`src/rtl/axi_xbar_1to2_if.sv`:
```
// AXI4 bundle (AR/R/AW/W/B, 32-bit address, 64-bit data, 4-bit id) used by
// both the core-facing and device-facing ports of axi_xbar_1to2.
interface axi_xbar_1to2_if;
  // read address
  logic [31:0] araddr;
  logic        arvalid;
  logic        arready;
  logic [3:0]  arid;
  logic [7:0]  arlen;
  logic [2:0]  arsize;
  logic [1:0]  arburst;
  // read data
  logic [63:0] rdata;
  logic [1:0]  rresp;
  logic        rvalid;
  logic        rlast;
  logic [3:0]  rid;
  logic        rready;
  // write address
  logic [31:0] awaddr;
  logic        awvalid;
  logic        awready;
  logic [3:0]  awid;
  logic [7:0]  awlen;
  logic [2:0]  awsize;
  logic [1:0]  awburst;
  // write data
  logic [63:0] wdata;
  logic [7:0]  wstrb;
  logic        wvalid;
  logic        wlast;
  logic        wready;
  // write response
  logic [1:0]  bresp;
  logic        bvalid;
  logic [3:0]  bid;
  logic        bready;

  // Seen from the side that issues requests.
  modport master (
    output araddr, arvalid, arid, arlen, arsize, arburst,
    input  arready,
    input  rdata, rresp, rvalid, rlast, rid,
    output rready,
    output awaddr, awvalid, awid, awlen, awsize, awburst,
    input  awready,
    output wdata, wstrb, wvalid, wlast,
    input  wready,
    input  bresp, bvalid, bid,
    output bready
  );

  // Seen from the side that serves requests.
  modport slave (
    input  araddr, arvalid, arid, arlen, arsize, arburst,
    output arready,
    output rdata, rresp, rvalid, rlast, rid,
    input  rready,
    input  awaddr, awvalid, awid, awlen, awsize, awburst,
    output awready,
    input  wdata, wstrb, wvalid, wlast,
    output wready,
    output bresp, bvalid, bid,
    input  bready
  );
endinterface

```
`src/rtl/axi_xbar_1to2.sv`:
```
// One-master, two-slave AXI4 crossbar: CLINT window goes to s1, everything else to s0.
// Requests are registered and held stable; read and write paths each keep one transaction in flight.
module axi_xbar_1to2 #(
  parameter logic [31:0] CLINT_BASE  = 32'ha000_0048,
  parameter logic [31:0] CLINT_LIMIT = 32'ha000_004f
) (
  input  logic            clk,
  input  logic            rst,
  axi_xbar_1to2_if.slave  m_axi,
  axi_xbar_1to2_if.master s0_axi,
  axi_xbar_1to2_if.master s1_axi
);

  typedef struct packed {
    logic [31:0] addr;
    logic [3:0]  id;
    logic [7:0]  len;
    logic [2:0]  size;
    logic [1:0]  burst;
  } ax_t;

  typedef struct packed {
    logic [63:0] data;
    logic [7:0]  strb;
    logic        last;
  } w_t;

  typedef enum logic [1:0] {R_IDLE, R_ADDR, R_DATA} r_state_e;
  typedef enum logic [1:0] {W_IDLE, W_REQ, W_RESP} w_state_e;

  function automatic logic is_clint(input logic [31:0] addr);
    return (addr >= CLINT_BASE) && (addr <= CLINT_LIMIT);
  endfunction

  // ---------------------------------------------------------------------------
  // Read path
  // ---------------------------------------------------------------------------
  r_state_e r_state_q, r_state_d;
  ax_t      ar_q, ar_d;
  logic     rsel_q, rsel_d;
  logic     ar_accept, ar_fwd, r_pass;

  logic     arready_sel, rvalid_sel, rlast_sel;

  assign arready_sel = rsel_q ? s1_axi.arready : s0_axi.arready;
  assign rvalid_sel  = rsel_q ? s1_axi.rvalid  : s0_axi.rvalid;
  assign rlast_sel   = rsel_q ? s1_axi.rlast   : s0_axi.rlast;

  always_ff @(posedge clk or posedge rst) begin
    // NOTE: clocked state uses <= so every register samples the pre-edge values.
    if (rst) begin
      r_state_q <= R_IDLE;
      // NOTE: the held request is reset too, so slaves never see X address/id fields.
      ar_q      <= '0;
      rsel_q    <= 1'b0;
    end else begin
      r_state_q <= r_state_d;
      ar_q      <= ar_d;
      rsel_q    <= rsel_d;
    end
  end

  always_comb begin
    // NOTE: every signal written here gets a default first, so no path infers a latch.
    r_state_d = r_state_q;
    ar_d      = ar_q;
    rsel_d    = rsel_q;
    ar_accept = 1'b0;
    ar_fwd    = 1'b0;
    r_pass    = 1'b0;

    case (r_state_q)
      R_IDLE: begin
        ar_accept = 1'b1;
        if (m_axi.arvalid) begin
          ar_d.addr  = m_axi.araddr;
          ar_d.id    = m_axi.arid;
          ar_d.len   = m_axi.arlen;
          ar_d.size  = m_axi.arsize;
          ar_d.burst = m_axi.arburst;
          rsel_d     = is_clint(m_axi.araddr);
          r_state_d  = R_ADDR;
        end
      end
      R_ADDR: begin
        ar_fwd = 1'b1;
        if (arready_sel) r_state_d = R_DATA;
      end
      R_DATA: begin
        // Burst length is not counted; the slave's rlast ends the transaction.
        r_pass = 1'b1;
        if (rvalid_sel && m_axi.rready && rlast_sel) r_state_d = R_IDLE;
      end
      default: r_state_d = R_IDLE;
    endcase
  end

  assign m_axi.arready  = ar_accept;

  assign s0_axi.arvalid = ar_fwd && !rsel_q;
  assign s1_axi.arvalid = ar_fwd &&  rsel_q;
  assign s0_axi.araddr  = ar_q.addr;
  assign s1_axi.araddr  = ar_q.addr;
  assign s0_axi.arid    = ar_q.id;
  assign s1_axi.arid    = ar_q.id;
  assign s0_axi.arlen   = ar_q.len;
  assign s1_axi.arlen   = ar_q.len;
  assign s0_axi.arsize  = ar_q.size;
  assign s1_axi.arsize  = ar_q.size;
  assign s0_axi.arburst = ar_q.burst;
  assign s1_axi.arburst = ar_q.burst;

  assign m_axi.rvalid   = r_pass && rvalid_sel;
  assign m_axi.rdata    = rsel_q ? s1_axi.rdata : s0_axi.rdata;
  assign m_axi.rresp    = rsel_q ? s1_axi.rresp : s0_axi.rresp;
  assign m_axi.rlast    = rsel_q ? s1_axi.rlast : s0_axi.rlast;
  assign m_axi.rid      = rsel_q ? s1_axi.rid   : s0_axi.rid;
  assign s0_axi.rready  = r_pass && !rsel_q && m_axi.rready;
  assign s1_axi.rready  = r_pass &&  rsel_q && m_axi.rready;

  // ---------------------------------------------------------------------------
  // Write path
  // ---------------------------------------------------------------------------
  w_state_e w_state_q, w_state_d;
  ax_t      aw_q, aw_d;
  w_t       w_q, w_d;
  logic     wsel_q, wsel_d;
  // Set while the channel holds a beat not yet handed to the slave.
  logic     aw_hold_q, aw_hold_d;
  logic     w_hold_q, w_hold_d;
  logic     awready_int, wready_int, aw_fwd, w_fwd, b_pass;

  logic     awready_sel, wready_sel, bvalid_sel;

  assign awready_sel = wsel_q ? s1_axi.awready : s0_axi.awready;
  assign wready_sel  = wsel_q ? s1_axi.wready  : s0_axi.wready;
  assign bvalid_sel  = wsel_q ? s1_axi.bvalid  : s0_axi.bvalid;

  always_ff @(posedge clk or posedge rst) begin
    if (rst) begin
      w_state_q <= W_IDLE;
      aw_q      <= '0;
      w_q       <= '0;
      wsel_q    <= 1'b0;
      aw_hold_q <= 1'b0;
      w_hold_q  <= 1'b0;
    end else begin
      w_state_q <= w_state_d;
      aw_q      <= aw_d;
      w_q       <= w_d;
      wsel_q    <= wsel_d;
      aw_hold_q <= aw_hold_d;
      w_hold_q  <= w_hold_d;
    end
  end

  always_comb begin
    w_state_d   = w_state_q;
    aw_d        = aw_q;
    w_d         = w_q;
    wsel_d      = wsel_q;
    aw_hold_d   = aw_hold_q;
    w_hold_d    = w_hold_q;
    awready_int = 1'b0;
    wready_int  = 1'b0;
    aw_fwd      = 1'b0;
    w_fwd       = 1'b0;
    b_pass      = 1'b0;

    case (w_state_q)
      W_IDLE: begin
        // AW and W are collected independently, in either order or together.
        awready_int = !aw_hold_q;
        wready_int  = !w_hold_q;
        if (m_axi.awvalid && !aw_hold_q) begin
          aw_d.addr  = m_axi.awaddr;
          aw_d.id    = m_axi.awid;
          aw_d.len   = m_axi.awlen;
          aw_d.size  = m_axi.awsize;
          aw_d.burst = m_axi.awburst;
          wsel_d     = is_clint(m_axi.awaddr);
          aw_hold_d  = 1'b1;
        end
        if (m_axi.wvalid && !w_hold_q) begin
          w_d.data = m_axi.wdata;
          w_d.strb = m_axi.wstrb;
          w_d.last = m_axi.wlast;
          w_hold_d = 1'b1;
        end
        if (aw_hold_d && w_hold_d) w_state_d = W_REQ;
      end
      W_REQ: begin
        aw_fwd = aw_hold_q;
        w_fwd  = w_hold_q;
        if (aw_hold_q && awready_sel) aw_hold_d = 1'b0;
        if (w_hold_q && wready_sel)   w_hold_d  = 1'b0;
        if (!aw_hold_d && !w_hold_d)  w_state_d = W_RESP;
      end
      W_RESP: begin
        b_pass = 1'b1;
        if (bvalid_sel && m_axi.bready) w_state_d = W_IDLE;
      end
      default: w_state_d = W_IDLE;
    endcase
  end

  assign m_axi.awready  = awready_int;
  assign m_axi.wready   = wready_int;

  assign s0_axi.awvalid = aw_fwd && !wsel_q;
  assign s1_axi.awvalid = aw_fwd &&  wsel_q;
  assign s0_axi.awaddr  = aw_q.addr;
  assign s1_axi.awaddr  = aw_q.addr;
  assign s0_axi.awid    = aw_q.id;
  assign s1_axi.awid    = aw_q.id;
  assign s0_axi.awlen   = aw_q.len;
  assign s1_axi.awlen   = aw_q.len;
  assign s0_axi.awsize  = aw_q.size;
  assign s1_axi.awsize  = aw_q.size;
  assign s0_axi.awburst = aw_q.burst;
  assign s1_axi.awburst = aw_q.burst;

  assign s0_axi.wvalid  = w_fwd && !wsel_q;
  assign s1_axi.wvalid  = w_fwd &&  wsel_q;
  assign s0_axi.wdata   = w_q.data;
  assign s1_axi.wdata   = w_q.data;
  assign s0_axi.wstrb   = w_q.strb;
  assign s1_axi.wstrb   = w_q.strb;
  assign s0_axi.wlast   = w_q.last;
  assign s1_axi.wlast   = w_q.last;

  assign m_axi.bvalid   = b_pass && bvalid_sel;
  assign m_axi.bresp    = wsel_q ? s1_axi.bresp : s0_axi.bresp;
  assign m_axi.bid      = wsel_q ? s1_axi.bid   : s0_axi.bid;
  assign s0_axi.bready  = b_pass && !wsel_q && m_axi.bready;
  assign s1_axi.bready  = b_pass &&  wsel_q && m_axi.bready;

endmodule
```
`src/flat_wrapper.sv`:
```
// flat-port wrapper written by rule: the top's interface ports become plain ports
module axi_xbar_1to2_flat 
#(
  parameter logic [31:0] CLINT_BASE  = 32'ha000_0048,
  parameter logic [31:0] CLINT_LIMIT = 32'ha000_004f
)
  (clk, rst, m_axi_araddr, m_axi_arvalid, m_axi_arid, m_axi_arlen, m_axi_arsize, m_axi_arburst, m_axi_arready, m_axi_rdata, m_axi_rresp, m_axi_rvalid, m_axi_rlast, m_axi_rid, m_axi_rready, m_axi_awaddr, m_axi_awvalid, m_axi_awid, m_axi_awlen, m_axi_awsize, m_axi_awburst, m_axi_awready, m_axi_wdata, m_axi_wstrb, m_axi_wvalid, m_axi_wlast, m_axi_wready, m_axi_bresp, m_axi_bvalid, m_axi_bid, m_axi_bready, s0_axi_araddr, s0_axi_arvalid, s0_axi_arid, s0_axi_arlen, s0_axi_arsize, s0_axi_arburst, s0_axi_arready, s0_axi_rdata, s0_axi_rresp, s0_axi_rvalid, s0_axi_rlast, s0_axi_rid, s0_axi_rready, s0_axi_awaddr, s0_axi_awvalid, s0_axi_awid, s0_axi_awlen, s0_axi_awsize, s0_axi_awburst, s0_axi_awready, s0_axi_wdata, s0_axi_wstrb, s0_axi_wvalid, s0_axi_wlast, s0_axi_wready, s0_axi_bresp, s0_axi_bvalid, s0_axi_bid, s0_axi_bready, s1_axi_araddr, s1_axi_arvalid, s1_axi_arid, s1_axi_arlen, s1_axi_arsize, s1_axi_arburst, s1_axi_arready, s1_axi_rdata, s1_axi_rresp, s1_axi_rvalid, s1_axi_rlast, s1_axi_rid, s1_axi_rready, s1_axi_awaddr, s1_axi_awvalid, s1_axi_awid, s1_axi_awlen, s1_axi_awsize, s1_axi_awburst, s1_axi_awready, s1_axi_wdata, s1_axi_wstrb, s1_axi_wvalid, s1_axi_wlast, s1_axi_wready, s1_axi_bresp, s1_axi_bvalid, s1_axi_bid, s1_axi_bready);
  axi_xbar_1to2_if m_axi_i ();
  axi_xbar_1to2_if s0_axi_i ();
  axi_xbar_1to2_if s1_axi_i ();
  input  logic clk;
  input  logic rst;
  input wire logic [$bits(m_axi_i.araddr)-1:0] m_axi_araddr;
  input wire logic [$bits(m_axi_i.arvalid)-1:0] m_axi_arvalid;
  input wire logic [$bits(m_axi_i.arid)-1:0] m_axi_arid;
  input wire logic [$bits(m_axi_i.arlen)-1:0] m_axi_arlen;
  input wire logic [$bits(m_axi_i.arsize)-1:0] m_axi_arsize;
  input wire logic [$bits(m_axi_i.arburst)-1:0] m_axi_arburst;
  output wire logic [$bits(m_axi_i.arready)-1:0] m_axi_arready;
  output wire logic [$bits(m_axi_i.rdata)-1:0] m_axi_rdata;
  output wire logic [$bits(m_axi_i.rresp)-1:0] m_axi_rresp;
  output wire logic [$bits(m_axi_i.rvalid)-1:0] m_axi_rvalid;
  output wire logic [$bits(m_axi_i.rlast)-1:0] m_axi_rlast;
  output wire logic [$bits(m_axi_i.rid)-1:0] m_axi_rid;
  input wire logic [$bits(m_axi_i.rready)-1:0] m_axi_rready;
  input wire logic [$bits(m_axi_i.awaddr)-1:0] m_axi_awaddr;
  input wire logic [$bits(m_axi_i.awvalid)-1:0] m_axi_awvalid;
  input wire logic [$bits(m_axi_i.awid)-1:0] m_axi_awid;
  input wire logic [$bits(m_axi_i.awlen)-1:0] m_axi_awlen;
  input wire logic [$bits(m_axi_i.awsize)-1:0] m_axi_awsize;
  input wire logic [$bits(m_axi_i.awburst)-1:0] m_axi_awburst;
  output wire logic [$bits(m_axi_i.awready)-1:0] m_axi_awready;
  input wire logic [$bits(m_axi_i.wdata)-1:0] m_axi_wdata;
  input wire logic [$bits(m_axi_i.wstrb)-1:0] m_axi_wstrb;
  input wire logic [$bits(m_axi_i.wvalid)-1:0] m_axi_wvalid;
  input wire logic [$bits(m_axi_i.wlast)-1:0] m_axi_wlast;
  output wire logic [$bits(m_axi_i.wready)-1:0] m_axi_wready;
  output wire logic [$bits(m_axi_i.bresp)-1:0] m_axi_bresp;
  output wire logic [$bits(m_axi_i.bvalid)-1:0] m_axi_bvalid;
  output wire logic [$bits(m_axi_i.bid)-1:0] m_axi_bid;
  input wire logic [$bits(m_axi_i.bready)-1:0] m_axi_bready;
  output wire logic [$bits(s0_axi_i.araddr)-1:0] s0_axi_araddr;
  output wire logic [$bits(s0_axi_i.arvalid)-1:0] s0_axi_arvalid;
  output wire logic [$bits(s0_axi_i.arid)-1:0] s0_axi_arid;
  output wire logic [$bits(s0_axi_i.arlen)-1:0] s0_axi_arlen;
  output wire logic [$bits(s0_axi_i.arsize)-1:0] s0_axi_arsize;
  output wire logic [$bits(s0_axi_i.arburst)-1:0] s0_axi_arburst;
  input wire logic [$bits(s0_axi_i.arready)-1:0] s0_axi_arready;
  input wire logic [$bits(s0_axi_i.rdata)-1:0] s0_axi_rdata;
  input wire logic [$bits(s0_axi_i.rresp)-1:0] s0_axi_rresp;
  input wire logic [$bits(s0_axi_i.rvalid)-1:0] s0_axi_rvalid;
  input wire logic [$bits(s0_axi_i.rlast)-1:0] s0_axi_rlast;
  input wire logic [$bits(s0_axi_i.rid)-1:0] s0_axi_rid;
  output wire logic [$bits(s0_axi_i.rready)-1:0] s0_axi_rready;
  output wire logic [$bits(s0_axi_i.awaddr)-1:0] s0_axi_awaddr;
  output wire logic [$bits(s0_axi_i.awvalid)-1:0] s0_axi_awvalid;
  output wire logic [$bits(s0_axi_i.awid)-1:0] s0_axi_awid;
  output wire logic [$bits(s0_axi_i.awlen)-1:0] s0_axi_awlen;
  output wire logic [$bits(s0_axi_i.awsize)-1:0] s0_axi_awsize;
  output wire logic [$bits(s0_axi_i.awburst)-1:0] s0_axi_awburst;
  input wire logic [$bits(s0_axi_i.awready)-1:0] s0_axi_awready;
  output wire logic [$bits(s0_axi_i.wdata)-1:0] s0_axi_wdata;
  output wire logic [$bits(s0_axi_i.wstrb)-1:0] s0_axi_wstrb;
  output wire logic [$bits(s0_axi_i.wvalid)-1:0] s0_axi_wvalid;
  output wire logic [$bits(s0_axi_i.wlast)-1:0] s0_axi_wlast;
  input wire logic [$bits(s0_axi_i.wready)-1:0] s0_axi_wready;
  input wire logic [$bits(s0_axi_i.bresp)-1:0] s0_axi_bresp;
  input wire logic [$bits(s0_axi_i.bvalid)-1:0] s0_axi_bvalid;
  input wire logic [$bits(s0_axi_i.bid)-1:0] s0_axi_bid;
  output wire logic [$bits(s0_axi_i.bready)-1:0] s0_axi_bready;
  output wire logic [$bits(s1_axi_i.araddr)-1:0] s1_axi_araddr;
  output wire logic [$bits(s1_axi_i.arvalid)-1:0] s1_axi_arvalid;
  output wire logic [$bits(s1_axi_i.arid)-1:0] s1_axi_arid;
  output wire logic [$bits(s1_axi_i.arlen)-1:0] s1_axi_arlen;
  output wire logic [$bits(s1_axi_i.arsize)-1:0] s1_axi_arsize;
  output wire logic [$bits(s1_axi_i.arburst)-1:0] s1_axi_arburst;
  input wire logic [$bits(s1_axi_i.arready)-1:0] s1_axi_arready;
  input wire logic [$bits(s1_axi_i.rdata)-1:0] s1_axi_rdata;
  input wire logic [$bits(s1_axi_i.rresp)-1:0] s1_axi_rresp;
  input wire logic [$bits(s1_axi_i.rvalid)-1:0] s1_axi_rvalid;
  input wire logic [$bits(s1_axi_i.rlast)-1:0] s1_axi_rlast;
  input wire logic [$bits(s1_axi_i.rid)-1:0] s1_axi_rid;
  output wire logic [$bits(s1_axi_i.rready)-1:0] s1_axi_rready;
  output wire logic [$bits(s1_axi_i.awaddr)-1:0] s1_axi_awaddr;
  output wire logic [$bits(s1_axi_i.awvalid)-1:0] s1_axi_awvalid;
  output wire logic [$bits(s1_axi_i.awid)-1:0] s1_axi_awid;
  output wire logic [$bits(s1_axi_i.awlen)-1:0] s1_axi_awlen;
  output wire logic [$bits(s1_axi_i.awsize)-1:0] s1_axi_awsize;
  output wire logic [$bits(s1_axi_i.awburst)-1:0] s1_axi_awburst;
  input wire logic [$bits(s1_axi_i.awready)-1:0] s1_axi_awready;
  output wire logic [$bits(s1_axi_i.wdata)-1:0] s1_axi_wdata;
  output wire logic [$bits(s1_axi_i.wstrb)-1:0] s1_axi_wstrb;
  output wire logic [$bits(s1_axi_i.wvalid)-1:0] s1_axi_wvalid;
  output wire logic [$bits(s1_axi_i.wlast)-1:0] s1_axi_wlast;
  input wire logic [$bits(s1_axi_i.wready)-1:0] s1_axi_wready;
  input wire logic [$bits(s1_axi_i.bresp)-1:0] s1_axi_bresp;
  input wire logic [$bits(s1_axi_i.bvalid)-1:0] s1_axi_bvalid;
  input wire logic [$bits(s1_axi_i.bid)-1:0] s1_axi_bid;
  output wire logic [$bits(s1_axi_i.bready)-1:0] s1_axi_bready;
  assign m_axi_i.araddr = m_axi_araddr;
  assign m_axi_i.arvalid = m_axi_arvalid;
  assign m_axi_i.arid = m_axi_arid;
  assign m_axi_i.arlen = m_axi_arlen;
  assign m_axi_i.arsize = m_axi_arsize;
  assign m_axi_i.arburst = m_axi_arburst;
  assign m_axi_arready = m_axi_i.arready;
  assign m_axi_rdata = m_axi_i.rdata;
  assign m_axi_rresp = m_axi_i.rresp;
  assign m_axi_rvalid = m_axi_i.rvalid;
  assign m_axi_rlast = m_axi_i.rlast;
  assign m_axi_rid = m_axi_i.rid;
  assign m_axi_i.rready = m_axi_rready;
  assign m_axi_i.awaddr = m_axi_awaddr;
  assign m_axi_i.awvalid = m_axi_awvalid;
  assign m_axi_i.awid = m_axi_awid;
  assign m_axi_i.awlen = m_axi_awlen;
  assign m_axi_i.awsize = m_axi_awsize;
  assign m_axi_i.awburst = m_axi_awburst;
  assign m_axi_awready = m_axi_i.awready;
  assign m_axi_i.wdata = m_axi_wdata;
  assign m_axi_i.wstrb = m_axi_wstrb;
  assign m_axi_i.wvalid = m_axi_wvalid;
  assign m_axi_i.wlast = m_axi_wlast;
  assign m_axi_wready = m_axi_i.wready;
  assign m_axi_bresp = m_axi_i.bresp;
  assign m_axi_bvalid = m_axi_i.bvalid;
  assign m_axi_bid = m_axi_i.bid;
  assign m_axi_i.bready = m_axi_bready;
  assign s0_axi_araddr = s0_axi_i.araddr;
  assign s0_axi_arvalid = s0_axi_i.arvalid;
  assign s0_axi_arid = s0_axi_i.arid;
  assign s0_axi_arlen = s0_axi_i.arlen;
  assign s0_axi_arsize = s0_axi_i.arsize;
  assign s0_axi_arburst = s0_axi_i.arburst;
  assign s0_axi_i.arready = s0_axi_arready;
  assign s0_axi_i.rdata = s0_axi_rdata;
  assign s0_axi_i.rresp = s0_axi_rresp;
  assign s0_axi_i.rvalid = s0_axi_rvalid;
  assign s0_axi_i.rlast = s0_axi_rlast;
  assign s0_axi_i.rid = s0_axi_rid;
  assign s0_axi_rready = s0_axi_i.rready;
  assign s0_axi_awaddr = s0_axi_i.awaddr;
  assign s0_axi_awvalid = s0_axi_i.awvalid;
  assign s0_axi_awid = s0_axi_i.awid;
  assign s0_axi_awlen = s0_axi_i.awlen;
  assign s0_axi_awsize = s0_axi_i.awsize;
  assign s0_axi_awburst = s0_axi_i.awburst;
  assign s0_axi_i.awready = s0_axi_awready;
  assign s0_axi_wdata = s0_axi_i.wdata;
  assign s0_axi_wstrb = s0_axi_i.wstrb;
  assign s0_axi_wvalid = s0_axi_i.wvalid;
  assign s0_axi_wlast = s0_axi_i.wlast;
  assign s0_axi_i.wready = s0_axi_wready;
  assign s0_axi_i.bresp = s0_axi_bresp;
  assign s0_axi_i.bvalid = s0_axi_bvalid;
  assign s0_axi_i.bid = s0_axi_bid;
  assign s0_axi_bready = s0_axi_i.bready;
  assign s1_axi_araddr = s1_axi_i.araddr;
  assign s1_axi_arvalid = s1_axi_i.arvalid;
  assign s1_axi_arid = s1_axi_i.arid;
  assign s1_axi_arlen = s1_axi_i.arlen;
  assign s1_axi_arsize = s1_axi_i.arsize;
  assign s1_axi_arburst = s1_axi_i.arburst;
  assign s1_axi_i.arready = s1_axi_arready;
  assign s1_axi_i.rdata = s1_axi_rdata;
  assign s1_axi_i.rresp = s1_axi_rresp;
  assign s1_axi_i.rvalid = s1_axi_rvalid;
  assign s1_axi_i.rlast = s1_axi_rlast;
  assign s1_axi_i.rid = s1_axi_rid;
  assign s1_axi_rready = s1_axi_i.rready;
  assign s1_axi_awaddr = s1_axi_i.awaddr;
  assign s1_axi_awvalid = s1_axi_i.awvalid;
  assign s1_axi_awid = s1_axi_i.awid;
  assign s1_axi_awlen = s1_axi_i.awlen;
  assign s1_axi_awsize = s1_axi_i.awsize;
  assign s1_axi_awburst = s1_axi_i.awburst;
  assign s1_axi_i.awready = s1_axi_awready;
  assign s1_axi_wdata = s1_axi_i.wdata;
  assign s1_axi_wstrb = s1_axi_i.wstrb;
  assign s1_axi_wvalid = s1_axi_i.wvalid;
  assign s1_axi_wlast = s1_axi_i.wlast;
  assign s1_axi_i.wready = s1_axi_wready;
  assign s1_axi_i.bresp = s1_axi_bresp;
  assign s1_axi_i.bvalid = s1_axi_bvalid;
  assign s1_axi_i.bid = s1_axi_bid;
  assign s1_axi_bready = s1_axi_i.bready;
  axi_xbar_1to2 #(.CLINT_BASE(CLINT_BASE), .CLINT_LIMIT(CLINT_LIMIT)) u_core (.clk(clk), .rst(rst), .m_axi(m_axi_i), .s0_axi(s0_axi_i), .s1_axi(s1_axi_i));
endmodule
```
`config.mk`:
```
export PLATFORM = sky130hd
export DESIGN_NAME = axi_xbar_1to2_flat
export DESIGN_NICKNAME = d
export VERILOG_FILES = /design/src/rtl/axi_xbar_1to2_if.sv /design/src/rtl/axi_xbar_1to2.sv /design/src/flat_wrapper.sv
export SDC_FILE = /design/constraint.sdc
export NUM_CORES = 1
export LEC_CHECK = 0
export BUFFER_PORTS_ARGS = -buffer_cell sky130_fd_sc_hd__buf_4
export CAP_MARGIN = 0
export CORE_AREA = 2 2 303 305
export CTS_CLUSTER_DIAMETER = 120
export DETAILED_ROUTE_END_ITERATION = 10
export DIE_AREA = 0 0 305 307
export PLACE_DENSITY = 0.3
export SLEW_MARGIN = 20
export SYNTH_ARGS = -nofsm -noshare
export SYNTH_HDL_FRONTEND = slang
export SYNTH_SLANG_ARGS = --single-unit
```
`constraint.sdc`:
```
create_clock -name clk -period 11.25 [get_ports clk]
set_input_delay 1.125 -clock clk [delete_from_list [all_inputs] [get_ports clk]]
set_output_delay 1.125 -clock clk [all_outputs]
set_load 0.05 [all_outputs]
```
==> impl_results.md <==
* Net Sw Power at 3650 uW
* Worst Hold Launch: u_core.s0_axi.arsize[2]$_DFFE_PP0P_
* Num CTS Buffers at 17
* Vias in the first global route at 8373
* Vias per cell at 3.12
* Initial Util at a little over a tenth
* Mapped Nets at roughly 1.0k
* Post-CTS setup buffer count at 0
* I/O pins at 776
* Hold EP: u_core.s0_axi.arsize[2]$_DFFE_PP0P_
* Synth top cells by count: 179 x dfrtp_1, 177 x buf_4, 131 x mux2_2
* Synthesized cell area at a little under 10000 um2
* Clock Power Share at 10.5%
* Hold_buf cts at 0
* Setup_tns at 0 ns
* Synth top area share at 45.4%
* Status: completed
* Worst R2R Path Depth at 4
* Post-route cell area at roughly 16000 um2
* Top-count cell post-synth: dfrtp_1
* # rows at 111
* Initial DRT Pass Iterations at 4
* Overall via count from detail_route at 7824
* Detailed placement HPWL at 43.2 mm
* Worst setup SP type: flop
* Yosys cell types at 37
* R2R setup slack at ~8.5 ns
* DIE HEIGHT at 307 um
* DRC Markers at 0
* Post-CTS sizing at 0
* Rel. slew slack at 30.1%
* Final hold violation count at 0
* Worst R2R End: u_core.s0_axi.wstrb[5]$_DFFE_PP0P_
* Layout net count at 1642
* Minimum clock period at 3.50 ns
* Worst endpoint required time at 10.13 ns
* Initial antenna violation count at 16
* CP Max Fanout at 77
* Global placement routability congestion at 0.901
* Hold Path Class: reg -> reg
* FF-to-FF Start: u_core.w_hold_q$_DFFE_PP0P_
* Die width at 305 um
* CTS Buffer Depth at 2
* WL/cell at just over 20 um
* Sequential share of power at 21.1%
* Ys async rst share at 100%
* Logic pwr share at 68.4%
* Seq/Total Area, Yosys at 45.4%
* Number of synthesized flops with an enable pin at 0
* Largest net degree at the start of global routing at 78
* Classification of the worst setup path: reg -> out
* Sw frac at 57.7%
* Clock Sink Count at around 180
* Worst Setup SP: u_core.rsel_q$_DFFE_PP0P_
* Clk_lat worst skew at between 0.4 and 0.5 ns
* # port buffers at 775
* Max-cap violation count at 0
* Root buffer cell: clkbuf_16
* 1st-iter DRT viols at roughly 220
* Synth area leaders: dfrtp_1 45%, mux2_4 18%, mux2_2 15%, buf_4 13%, buf_12 2.6%
* Total track usage at 10.7%
* Final wirelength at between 50 and 60 mm
* Power Density at around 400 nW/um2
* Clk slew on worst S/H paths at approximately 0.090 ns
* Crit share post-route at 31.1%
* Yosys warns at 0
* CTS tree: built
* Pwr Total at 6330 uW
* Clock skew at 0.0162 ns
* Synth Instances at 704
* Hold depth at 1
* Lkg Pwr at 0.00765 uW
* Cell taking the most area after synthesis: dfrtp_1
* Final Max Slew Viols at 0
* Area delta synth->final at 63.9%
* RSZ-0062 raised after global routing: no
* Worst Max-Slew Pin Slew at 1.05 ns
* Core Area at 90700 um2
* Cell internal pwr at 2680 uW
* Placed standard-cell area at 15600 um2
* Worst path arrival time at 2.37 ns
* Syn_area_per_cell at 14.0 um2
* GRT overflow at 0
* Maximum vdd ir drop at 0.220 mV
* Main synth FF type: dfrtp_1
* First-pass GRT wire length at 69.4 mm
* Yosys reg bits at between 150 and 200
* Final setup fails at 0
* Share of layout cells above drive strength 1 at 81.6%
* Fill cell count at 10.0k
* Die area at 93600 um2
* Endpoint class of the critical path: output pin
* Maximum clock rate at around 0.29 GHz
* Htree depth at 4
* Post-route ant nets at 0
==> cells by family after synthesis <==
family                 count (synthesis)  share of synthesized area [%]
AOI/OAI and AO/OA                     14                          0.951
buffers and inverters                206                           17.0
DFF                                  179                           45.4
muxes                                255                           33.6
and+or+nand+nor                       50                           3.09
==> metrics by stage <==
stage | hold WS (ns) | std cells | utilization, % | worst slack (ns)
floorplan | 0.501 | 704 | - | 5.27
global placement | 0.530 | 2467 | 17.2 | 7.99
detailed placement | 0.525 | 2467 | 17.2 | 7.96
CTS | 0.554 | 2499 | 17.8 | 7.58
global route | 0.564 | 2502 | 17.8 | 7.49
finish | 0.550 | 2507 | 17.8 | 7.75
==> how the worst max path moves through the flow <==
| stage | cells past startpoint | to | slack [ns] |
|---|---|---|---|
| 6_report | 3 | s1_axi_rready | 7.75 |
| 5_1_grt | 3 | s1_axi_rready | 7.49 |
| 4_1_cts | 3 | s1_axi_rready | 7.58 |
| 3_5_place_dp | 4 | u_core.s0_axi.wstrb[5]$_DFFE_PP0P_ | 7.96 |
| 3_3_place_gp | 4 | u_core.s0_axi.wstrb[6]$_DFFE_PP0P_ | 7.99 |
| 2_1_floorplan | 1 | u_core.aw_hold_q$_DFFE_PP0P_ | 5.27 |
==> worst max-delay path, stage by stage (launching register included) <==
cell and delay (ns):
dfrtp_4 1.10, inv_1 0.28, nor3_1 0.27, buf_4 0.23
==> layout by cell type (no fill, tap or decap), drive strengths merged <==
master,n
nor4bb,1
nor2,10
nand2b,2
a2111oi,1
clkbuf,18
and2b,1
o31ai,1
a21o,1
a21oi,3
nand2,4
and2,4
nor4b,3
a22oi,1
nand4,4
o21ai,2
and3,3
nor4,8
clkinv,1
diode,8
mux2i,4
o32ai,1
a22o,1
o21a,1
inv,13
nor3,7
dfrtp,179
bufinv,2
and3b,2
nor3b,1
mux2,251
clkinvlp,2
o22ai,2
buf,779
==> layout make-up <==
class | instances | area [um2] | area share [%]
Sequential cell | 179 | 4480 | 27.7
Inverter | 4 | 22.5 | 0.139
Antenna cell | 8 | 20.0 | 0.124
Multi-Input combinational cell | 319 | 3720 | 23.0
Clock buffer | 18 | 439 | 2.71
Clock inverter | 14 | 164 | 1.01
Tap cell | 1186 | 1480 | 9.17
Timing Repair Buffer | 779 | 5850 | 36.1
==> flip-flops by register name, indices dropped and copies added (netlist names), 4 cells and up <==
name / cells
u_core.s0_axi.araddr: 32
u_core.s0_axi.arid: 4
u_core.s0_axi.arlen: 8
u_core.s0_axi.awaddr: 32
u_core.s0_axi.awid: 4
u_core.s0_axi.awlen: 8
u_core.s0_axi.wdata: 64
u_core.s0_axi.wstrb: 8
==> power by group through the flow <==
stage	Combinational, uW	Sequential, uW	Clock (uW)
floorplan	2370	2310	0
finish	4330	1340	664
detailed placement	4380	1360	0
global placement	4400	1360	0
CTS	4380	1360	714
global route	4460	1400	731
==> per-layer routing <==
layer  vias to the layer above  share of wire, %  global-route usage (%)
met5                         -             0.019                       0
met4                         2               2.3                    4.01
met3                        54               7.5                    3.51
met2                       477                56                    20.7
met1                      3824                34                    10.5
li1                       3467                 -                       -
No activity file was read; power rests on OpenSTA's default activity.
